<file path="src/rtl/div_arbiter.sv">
// div_arbiter: two requesters share one restoring divider.
// The FSM moves IDLE -> RUN -> DONE -> IDLE; a zero divisor skips RUN.
// Optional feature macro: DIV_ARB_RR_EN selects round-robin arbitration
// between the requesters. When it is undefined, arbitration is fixed
// priority with req0 winning ties.
module div_arbiter #(
    parameter int W = 4
) (
    input  logic         clk,
    input  logic         rst,
    input  logic         req0,
    input  logic         req1,
    input  logic [W-1:0] x0,
    input  logic [W-1:0] y0,
    input  logic [W-1:0] x1,
    input  logic [W-1:0] y1,
    output logic         gnt0,
    output logic         gnt1,
    output logic         done0,
    output logic         done1,
    output logic [W-1:0] q,
    output logic [W-1:0] r,
    output logic         dz,
    output logic         busy
);

    typedef enum logic [1:0] {IDLE, RUN, DONE} state_t;

    localparam logic [3:0] ITER = 4'(W);

    state_t         state_q;
    logic [W:0]     a_q;       // partial remainder
    logic [W-1:0]   wq_q;      // working quotient, holds x at grant
    logic [W-1:0]   y_q;       // captured divisor
    logic [3:0]     cnt_q;     // remaining iterations
    logic           own_q;     // requester that owns the current operation
    logic           gnt0_q, gnt1_q, done0_q, done1_q;
    logic [W-1:0]   q_q, r_q;
    logic           dz_q;
`ifdef DIV_ARB_RR_EN
    logic           ls_q;      // last served requester
`endif

    logic           any_req;
    logic           win1;
    logic [W-1:0]   wx, wy;
    logic [2*W:0]   sh;
    logic [W:0]     a_sh, a_t, a_d;
    logic [W-1:0]   wq_d;

    // Winner selection and the winner's operands
    always_comb begin
        any_req = req0 | req1;
`ifdef DIV_ARB_RR_EN
        // On a tie, serve the requester that was not served last
        win1 = req1 & (~req0 | ~ls_q);
`else
        win1 = req1 & ~req0;
`endif
        wx = win1 ? x1 : x0;
        wy = win1 ? y1 : y0;
    end

    // One restoring-division step on {a, wq}
    always_comb begin
        sh   = {a_q, wq_q} << 1;
        a_sh = sh[2*W:W];
        a_t  = a_sh - {1'b0, y_q};
        if (a_t[W]) begin
            a_d  = a_sh;
            wq_d = {sh[W-1:1], 1'b0};
        end else begin
            a_d  = a_t;
            wq_d = {sh[W-1:1], 1'b1};
        end
    end

    // Control FSM, datapath registers and registered outputs
    always_ff @(posedge clk or posedge rst) begin
        if (rst) begin
            state_q <= IDLE;
            a_q     <= '0;
            wq_q    <= '0;
            y_q     <= '0;
            cnt_q   <= '0;
            own_q   <= 1'b0;
            gnt0_q  <= 1'b0;
            gnt1_q  <= 1'b0;
            done0_q <= 1'b0;
            done1_q <= 1'b0;
            q_q     <= '0;
            r_q     <= '0;
            dz_q    <= 1'b0;
`ifdef DIV_ARB_RR_EN
            ls_q    <= 1'b1;
`endif
        end else begin
            gnt0_q  <= 1'b0;
            gnt1_q  <= 1'b0;
            done0_q <= 1'b0;
            done1_q <= 1'b0;
            case (state_q)
                IDLE: begin
                    if (any_req) begin
                        a_q    <= '0;
                        wq_q   <= wx;
                        y_q    <= wy;
                        cnt_q  <= ITER;
                        own_q  <= win1;
                        gnt0_q <= ~win1;
                        gnt1_q <= win1;
`ifdef DIV_ARB_RR_EN
                        ls_q   <= win1;
`endif
                        state_q <= (wy == '0) ? DONE : RUN;
                    end
                end
                RUN: begin
                    a_q   <= a_d;
                    wq_q  <= wq_d;
                    cnt_q <= cnt_q - 4'd1;
                    if (cnt_q == 4'd1) begin
                        state_q <= DONE;
                        q_q     <= wq_d;
                        r_q     <= a_d[W-1:0];
                        dz_q    <= 1'b0;
                        done0_q <= ~own_q;
                        done1_q <= own_q;
                    end
                end
                DONE: begin
                    state_q <= IDLE;
                    // Zero divisor: result is published one cycle after the grant
                    if (y_q == '0) begin
                        q_q     <= '1;
                        r_q     <= wq_q;
                        dz_q    <= 1'b1;
                        done0_q <= ~own_q;
                        done1_q <= own_q;
                    end
                end
                default: state_q <= IDLE;
            endcase
        end
    end

    assign gnt0  = gnt0_q;
    assign gnt1  = gnt1_q;
    assign done0 = done0_q;
    assign done1 = done1_q;
    assign q     = q_q;
    assign r     = r_q;
    assign dz    = dz_q;
    assign busy  = (state_q != IDLE);

endmodule

</file>
<file path="config.mk">
export PLATFORM = sky130hd
export DESIGN_NAME = div_arbiter
export DESIGN_NICKNAME = d
export VERILOG_FILES = /design/src/rtl/div_arbiter.sv
export SDC_FILE = /design/constraint.sdc
export NUM_CORES = 1
export LEC_CHECK = 0
export BUFFER_PORTS_ARGS = -buffer_cell sky130_fd_sc_hd__buf_4
export CELL_PAD_IN_SITES_DETAIL_PLACEMENT = 1
export CELL_PAD_IN_SITES_GLOBAL_PLACEMENT = 1
export CORE_MARGIN = 2
export CORE_UTILIZATION = 44
export CTS_CLUSTER_DIAMETER = 40
export DETAILED_ROUTE_END_ITERATION = 8
export PLACE_DENSITY = 0.86
export SYNTH_ARGS = -nofsm -noshare
export SYNTH_HDL_FRONTEND = slang
export SYNTH_SLANG_ARGS = --single-unit
</file>
<file path="constraint.sdc">
create_clock -name clk -period 5.3 [get_ports clk]
set_input_delay 1.325 -clock clk [delete_from_list [all_inputs] [get_ports clk]]
set_output_delay 1.325 -clock clk [all_outputs]
set_load 0.05 [all_outputs]
</file>
==> reports/results.ini, run 1 <==
[setup_path]
worst-endpoint-arrival_ns=1.48
critPathKind=reg2out
rr_startpoint=wq_q[3]$_DFFE_PP0P_
worst-endpoint-required_ns=3.97
worstPathCellList=inv_1 > ha_1 > inv_1 > buf_4
critical-path-top-cell-by-count=sky130_fd_sc_hd__inv_1
timing.critical_path.fanout_max=8
end_kind=output port
crit_path_max_incr_delay_ns=0.37
worst_setup_path_startpoint=state_q[0]$_DFFE_PP0P_
setup.worst_path.start_class=register
crit_slowest_cell=sky130_fd_sc_hd__dfrtp_1

[synth]
ys_seq_elements=32
yosys.area_share.simple=0.157
leading_area_contributor_after_synthesis=sky130_fd_sc_hd__dfrtp_1
netlist_top_cells_count=32 x sky130_fd_sc_hd__dfrtp_1, 26 x sky130_fd_sc_hd__nand2_1, 21 x sky130_fd_sc_hd__o21ai_0, 19 x sky130_fd_sc_hd__nor2_1, 14 x sky130_fd_sc_hd__inv_1
post_synth_main_area_contributors=sky130_fd_sc_hd__dfrtp_1 46%, sky130_fd_sc_hd__ha_1 6.4%, sky130_fd_sc_hd__o21ai_0 6.0%, sky130_fd_sc_hd__nand2_1 5.6%, sky130_fd_sc_hd__nor2_1 4.1%
synthFlopType=sky130_fd_sc_hd__dfrtp_1
ys_types=43
yosys.area.top_type_share=0.456
synthMuxAreaShare=0.0406
dominant_combinational_cell_family_by_area_after_synthesis=compound AO/OA/AOI/OAI gates
synthesis.instances=188
synthXorXnorAreaFrac=0.0256
postSynthNetCount=218
ys_seq_area_frac=0.456
postSynthAreaPerCell_um2=9.35
post_synth_fa_ha_maj_area_fraction=0.0754
synth_compound_gate_area_share=0.199
synth_edf_count=0
yosysWarnings=0
mappedNetlistArea_um2=1760
yosysMostFrequentCell=sky130_fd_sc_hd__dfrtp_1
synth_async_sr_flop_share=1.00

[timing]
finalSetupViolations=0
fmax_ghz=0.356
final_hold_viol_count=0
slew-limit-headroom=0.389
fin_ws_ns=2.49
fin_max_slew_vios=0
grt_setup_unrepaired=false
finalSetupTns_ns=0
actual_transition_at_the_worst_max_transition_pin_ns=0.910
final.period_utilization=0.530
worst_setup_skew_after_layout_ns=0.00715
post-route-min-period_ns=2.81

[finish]
fin_area_um2=2150
diodes=0
drive_above_1_share=0.220
layout_net_count=252
utilization=0.575
layoutNonFillerInstCount=271
area_growth_syn_to_layout_pct=22.3

[clock_tree]
cts.hold.buffers_added=0
cts.sinks=32
h-tree-depth=2
cts_inserted_buffers=5
clk_path_buf_depth=2
post-cts-setup-buffers=0
resized_cells_post_cts=0
clk_latency_ns=0.29
cts_tree=built
clk_root_buffer_cell=sky130_fd_sc_hd__clkbuf_8
clkSlewWorstSetupHoldPaths_ns=0.07

[die]
placement_rows=22
floorplan.die.width_um=67.2
area_enclosed_by_the_die_boundary_um2=4520
die_h_um=67.2
io-pin-count=34
floorplan.core_area_um2=3740
initial_utilization=0.470

[power]
static-leakage-power_nw=1.01
ir_drop_uv=243
cellPowerDensity_nw_per_um2=661

[route]
routedWlPerCell_um=16.3
route.vias.total=1507
route.antenna.remaining_nets=0
detail_route.drc_violations=0
avgViaCountPerCell=5.56
detail_route.first_pass.iterations=4
routed_wl_mm=4.43
initialDrtViolationCount=52

[placed_design]
port_buffers=33
place_inst=263
dp.final_hpwl_mm=3.43
finalWeightedCongestion=0.739
post-place-ws_ns=2.40
post_dp_cell_area_um2=2040

[worst_hold_path]
hp-start=own_q$_DFFE_PP0P_
hp-class=reg2reg

[global_routing]
overall_track_demand_over_capacity_in_global_routing=0.232
grt_max_degree=33
grt_pass1_vias=1689
global_route.overflow_total=0
antenna_found_initial=0
grt_first_pass_wirelength_mm=7.55

[job]
cap_viol_max_count=0

[status]
run_status=finished, final reports clean

[sequential cells by signal, indices dropped and copies added (netlist names)]
signal,cells
wq_q,4
gnt0,1
q,4
done1,1
done0,1
y_q,4
own_q,1
cnt_q,4
gnt1,1
dz,1
state_q,2
r,4
a_q,4
[layer usage]
metal | GRT usage | vias up | share of wire | wire, um
met5 | 0 | - | 0 | 0
met4 | 0.115 | 0 | 0.030 | 132
met3 | 0.0583 | 13 | 0.035 | 156
met2 | 0.425 | 37 | 0.52 | 2320
met1 | 0.245 | 741 | 0.41 | 1820
li1 | - | 716 | - | -
[through the flow]
stage / hold slack, ns / power, mW
after floorplan: 0.403 / 0.976
after global routing: 0.462 / 1.53
after detailed placement: 0.422 / 1.19
after CTS: 0.433 / 1.43
after global placement: 0.407 / 1.14
final: 0.437 / 1.42
[critical path, delay by kind of cell, from the launching register on]
family | cells | cell delay (ns)
adder cells (fa/ha/maj) | 1 | 0.27
buffers and inverters | 3 | 0.56
flip-flops | 1 | 0.37
[placed cells by master, fill, tap and decap left out, types with 3 or more instances in the layout]
cell type	instances
sky130_fd_sc_hd__mux2i_1	6
sky130_fd_sc_hd__a22oi_1	5
sky130_fd_sc_hd__o211ai_1	3
sky130_fd_sc_hd__buf_4	34
sky130_fd_sc_hd__o21ai_1	4
sky130_fd_sc_hd__dfrtp_1	32
sky130_fd_sc_hd__nor2_1	19
sky130_fd_sc_hd__ha_1	9
sky130_fd_sc_hd__clkbuf_8	5
sky130_fd_sc_hd__inv_1	14
sky130_fd_sc_hd__o21ai_0	21
sky130_fd_sc_hd__nand2_1	26
sky130_fd_sc_hd__a21oi_1	7
[logic make-up (layout without fill, tap and decap cells)]
| family | after synthesis | count (layout) |
|---|---|---|
| compound gates | 54 | 54 |
| xor+xnor | 3 | 3 |
| fa+ha+maj | 10 | 10 |
| buf+inv | 21 | 56 |
| flops | 32 | 32 |
| mux | 7 | 7 |
| simple gates | 61 | 61 |
[path summary, 6_finish.rpt]
check / end / slack (ns) / depth (start not counted)
min in group asynchronous: q[1]$_DFFE_PP0P_ / 1.14 / 3
worst min register to register: done0$_DFF_PP0_ / 0.44 / 1
worst min-delay path: done0$_DFF_PP0_ / 0.44 / 1
worst max register to register: r[3]$_DFFE_PP0P_ / 2.84 / 8
max in group asynchronous: cnt_q[1]$_DFFE_PP0P_ / 3.87 / 3
worst max-delay path: busy / 2.49 / 4
[where the power goes]
group,leakage (nW),switching (mW),internal [mW]
Combinational,0.549,0.496,0.270
Sequential,0.410,0.0818,0.341
Clock,0.0552,0.0936,0.139
Total,1.01,0.672,0.751
[cell type report]
type / count / area, um2
timing repair buffer: 34 / 255
clock inverter: 2 / 35.0
clock buffer: 6 / 72.6
inverter: 14 / 52.6
fill: 451 / 1590
multi-input combinational: 135 / 875
tap: 48 / 60.1
sequential: 32 / 801
Note: power is estimated with default switching activity, not from simulation.
==> run 2, diff against run 1 <==
- CORE_UTILIZATION: 44 -> 37
- PLACE_DENSITY: 0.86 -> 0.77
- clock period: 5.3 -> 2.3 ns (I/O delays scaled with it)
==> reports/results.ini, run 2 (synthesis gave the netlist of run 1 again) <==
[clock_tree]
cts.sinks=32  ; unchanged
cts.hold.buffers_added=0  ; unchanged
clk_path_buf_depth=2  ; unchanged
cts_inserted_buffers=5  ; unchanged
h-tree-depth=2  ; unchanged
cts_tree=built  ; unchanged
clkSlewWorstSetupHoldPaths_ns=0.06  ; was 0.07 ns
clk_root_buffer_cell=sky130_fd_sc_hd__clkbuf_8  ; unchanged
clk_latency_ns=0.28  ; was 0.29 ns

[setup_path]
worst-endpoint-required_ns=2.46  ; was 3.97 ns
timing.critical_path.fanout_max=4  ; was 8
r2r_slack_ns=0.07  ; was 2.84 ns
r2r_end=r[2]$_DFFE_PP0P_  ; was r[3]$_DFFE_PP0P_
end_kind=register  ; was output port
crit_slowest_cell=sky130_fd_sc_hd__fa_2  ; was sky130_fd_sc_hd__dfrtp_1
setup.worst_path.start_class=register  ; unchanged
worst-endpoint-arrival_ns=2.39  ; was 1.48 ns
rr_startpoint=wq_q[3]$_DFFE_PP0P_  ; unchanged
crit_path_end=r[2]$_DFFE_PP0P_  ; was busy
critPathKind=reg2reg  ; was reg2out
r2r_cells=9  ; was 8
worst_setup_path_startpoint=wq_q[3]$_DFFE_PP0P_  ; was state_q[0]$_DFFE_PP0P_
worstPathCellList=inv_2 > ha_2 > fa_2 > nand2b_4 > a21oi_4 > xor2_4 > buf_6 > mux2i_4 > o211ai_1  ; was inv_1 > ha_1 > inv_1 > buf_4
crit_path_max_incr_delay_ns=0.40  ; was 0.37 ns

[route]
route.antenna.remaining_nets=0  ; unchanged
routedWlPerCell_um=15.2  ; was 16.3 um
routed_wl_mm=4.32  ; was 4.43 mm
detail_route.first_pass.iterations=3  ; was 4
route.vias.total=1482  ; was 1507
detail_route.drc_violations=0  ; unchanged
avgViaCountPerCell=5.20  ; was 5.56
initialDrtViolationCount=35  ; was 52

[die]
floorplan.die.width_um=72.9  ; was 67.2 um
area_enclosed_by_the_die_boundary_um2=5320  ; was 4520 um2
initial_utilization=0.377  ; was 0.470
die_h_um=72.9  ; was 67.2 um
placement_rows=25  ; was 22
io-pin-count=34  ; unchanged
floorplan.core_area_um2=4660  ; was 3740 um2

[finish]
area_growth_syn_to_layout_pct=27.3  ; was 22.3%
ff_latch_area_um2=801  ; unchanged
drive_above_1_share=0.273  ; was 0.220
multi_input_comb_area_um2=907  ; was 875 um2
diodes=0  ; unchanged
layout_net_count=263  ; was 252
total_of_fill_cells_in_the_finished_design=555  ; was 451
fin_area_um2=2240  ; was 2150 um2
leading_cell_types_in_the_layout_fill_and_taps_excluded=44 x sky130_fd_sc_hd__buf_4, 32 x sky130_fd_sc_hd__dfrtp_1, 26 x sky130_fd_sc_hd__nand2_1  ; was 34 x sky130_fd_sc_hd__buf_4, 32 x sky130_fd_sc_hd__dfrtp_1, 26 x sky130_fd_sc_hd__nand2_1
layout_commonest_cell=sky130_fd_sc_hd__buf_4  ; unchanged
utilization=0.480  ; was 0.575

[power]
ir_drop_uv=646  ; was 243 uV
post-layout-total-power_mw=3.43  ; was 1.42 mW
power.share.clock=0.109  ; was 0.164
cellPowerDensity_nw_per_um2=1530  ; was 661 nW/um2
seq_power_share=0.283  ; was 0.297
p_comb_frac=0.608  ; was 0.539
swShare=0.465  ; was 0.472
static-leakage-power_nw=1.06  ; was 1.01 nW
cell_internal_pwr_mw=1.84  ; was 0.751 mW
net-switching-power_mw=1.59  ; was 0.672 mW

[worst_hold_path]
hp-class=in2async  ; was reg2reg

[timing]
fmax_ghz=0.449
finalSetupViolations=0  ; unchanged
grt_setup_unrepaired=true  ; was false
finalSetupTns_ns=0  ; unchanged
worst_setup_skew_after_layout_ns=0.00272  ; was 0.00715 ns
fin_ws_ns=0.0715  ; was 2.49 ns
slew-limit-headroom=0.710  ; was 0.389
actual_transition_at_the_worst_max_transition_pin_ns=0.430  ; was 0.910 ns
fin_max_slew_vios=0  ; unchanged
post-route-min-period_ns=2.23
final_hold_viol_count=0  ; unchanged
final.period_utilization=0.969

[global_routing]
overall_track_demand_over_capacity_in_global_routing=0.185  ; was 0.232
grt_first_pass_wirelength_mm=7.49  ; was 7.55 mm
global_route.overflow_total=0  ; unchanged
grt_max_degree=33  ; unchanged
grt_pass1_vias=1596  ; was 1689
antenna_found_initial=0  ; unchanged

[placed_design]
dp.final_hpwl_mm=3.32  ; was 3.43 mm
post_dp_cell_area_um2=2100  ; was 2040 um2
finalWeightedCongestion=0.761  ; was 0.739
port_buffers=33  ; unchanged
post-place-ws_ns=0.0391  ; was 2.40 ns

[status]
run_status=finished, final reports clean  ; unchanged

[job]
cap_viol_max_count=0  ; unchanged

run 2: changes by cell type in the layout (fill, tap and decap cells not counted), sizes merged:
cell    before  now
buf         34   45
bufinv       1    0
clkbuf       6    5
clkinv       1    0
run 2: how the worst min path moves through the flow:
stage / slack (ns) / end / cells past startpoint
after CTS: 0.39 / done1$_DFF_PP0_ / 3
after floorplan: 0.40 / done0$_DFF_PP0_ / 1
final: 0.38 / done1$_DFF_PP0_ / 3
after global placement: 0.41 / done0$_DFF_PP0_ / 1
after global routing: 0.43 / q[3]$_DFFE_PP0P_ / 3
after detailed placement: 0.43 / done0$_DFF_PP0_ / 1
run 2: what timing repair did:
| item | CTS | global route |
|---|---|---|
| resized for setup | 0 | 11 |
| endpoints found under the setup margin | 0 | 8 |
| setup buffers | 0 | 4 |
run 2: final cells by class:
class                           count  area share
Clock buffer                        5      0.0307
Inverter                           14      0.0235
Multi-Input combinational cell    135       0.405
Sequential cell                    32       0.358
Tap cell                           54      0.0302
Timing Repair Buffer               45       0.153
run 2: power groups by stage:
stage / Combinational [mW] / Sequential, mW / Clock, mW
after global routing: 2.31 / 1.01 / 0.403
after global placement: 1.80 / 0.958 / 0
after detailed placement: 1.84 / 0.978 / 0
after CTS: 1.86 / 0.968 / 0.387
after floorplan: 1.05 / 1.20 / 0
final: 2.09 / 0.970 / 0.374
run 2: layer usage:
layer | up-vias | share of wire | track usage
met2 | 27 | 0.50 | 0.324
met3 | 5 | 0.032 | 0.0373
met4 | 0 | 0.011 | 0.0494
li1 | 740 | - | -
met5 | - | 0 | 0
met1 | 710 | 0.45 | 0.232
run 2: metrics by stage:
stage / hold slack, ns / cells
finish: 0.383 / 285
global route: 0.429 / 285
CTS: 0.394 / 281
detailed placement: 0.428 / 276
global placement: 0.407 / 276
floorplan: 0.403 / 188
run 2: critical path, delay by kind of cell, from the launching register on:
kind / cells / cell delay [ns]
XOR/XNOR: 1 / 0.25
buffers and inverters: 2 / 0.21
AND/OR/NAND/NOR: 1 / 0.16
flip-flops: 1 / 0.36
adder cells (fa/ha/maj): 2 / 0.59
AO/OA/AOI/OAI: 2 / 0.31
multiplexers: 1 / 0.22
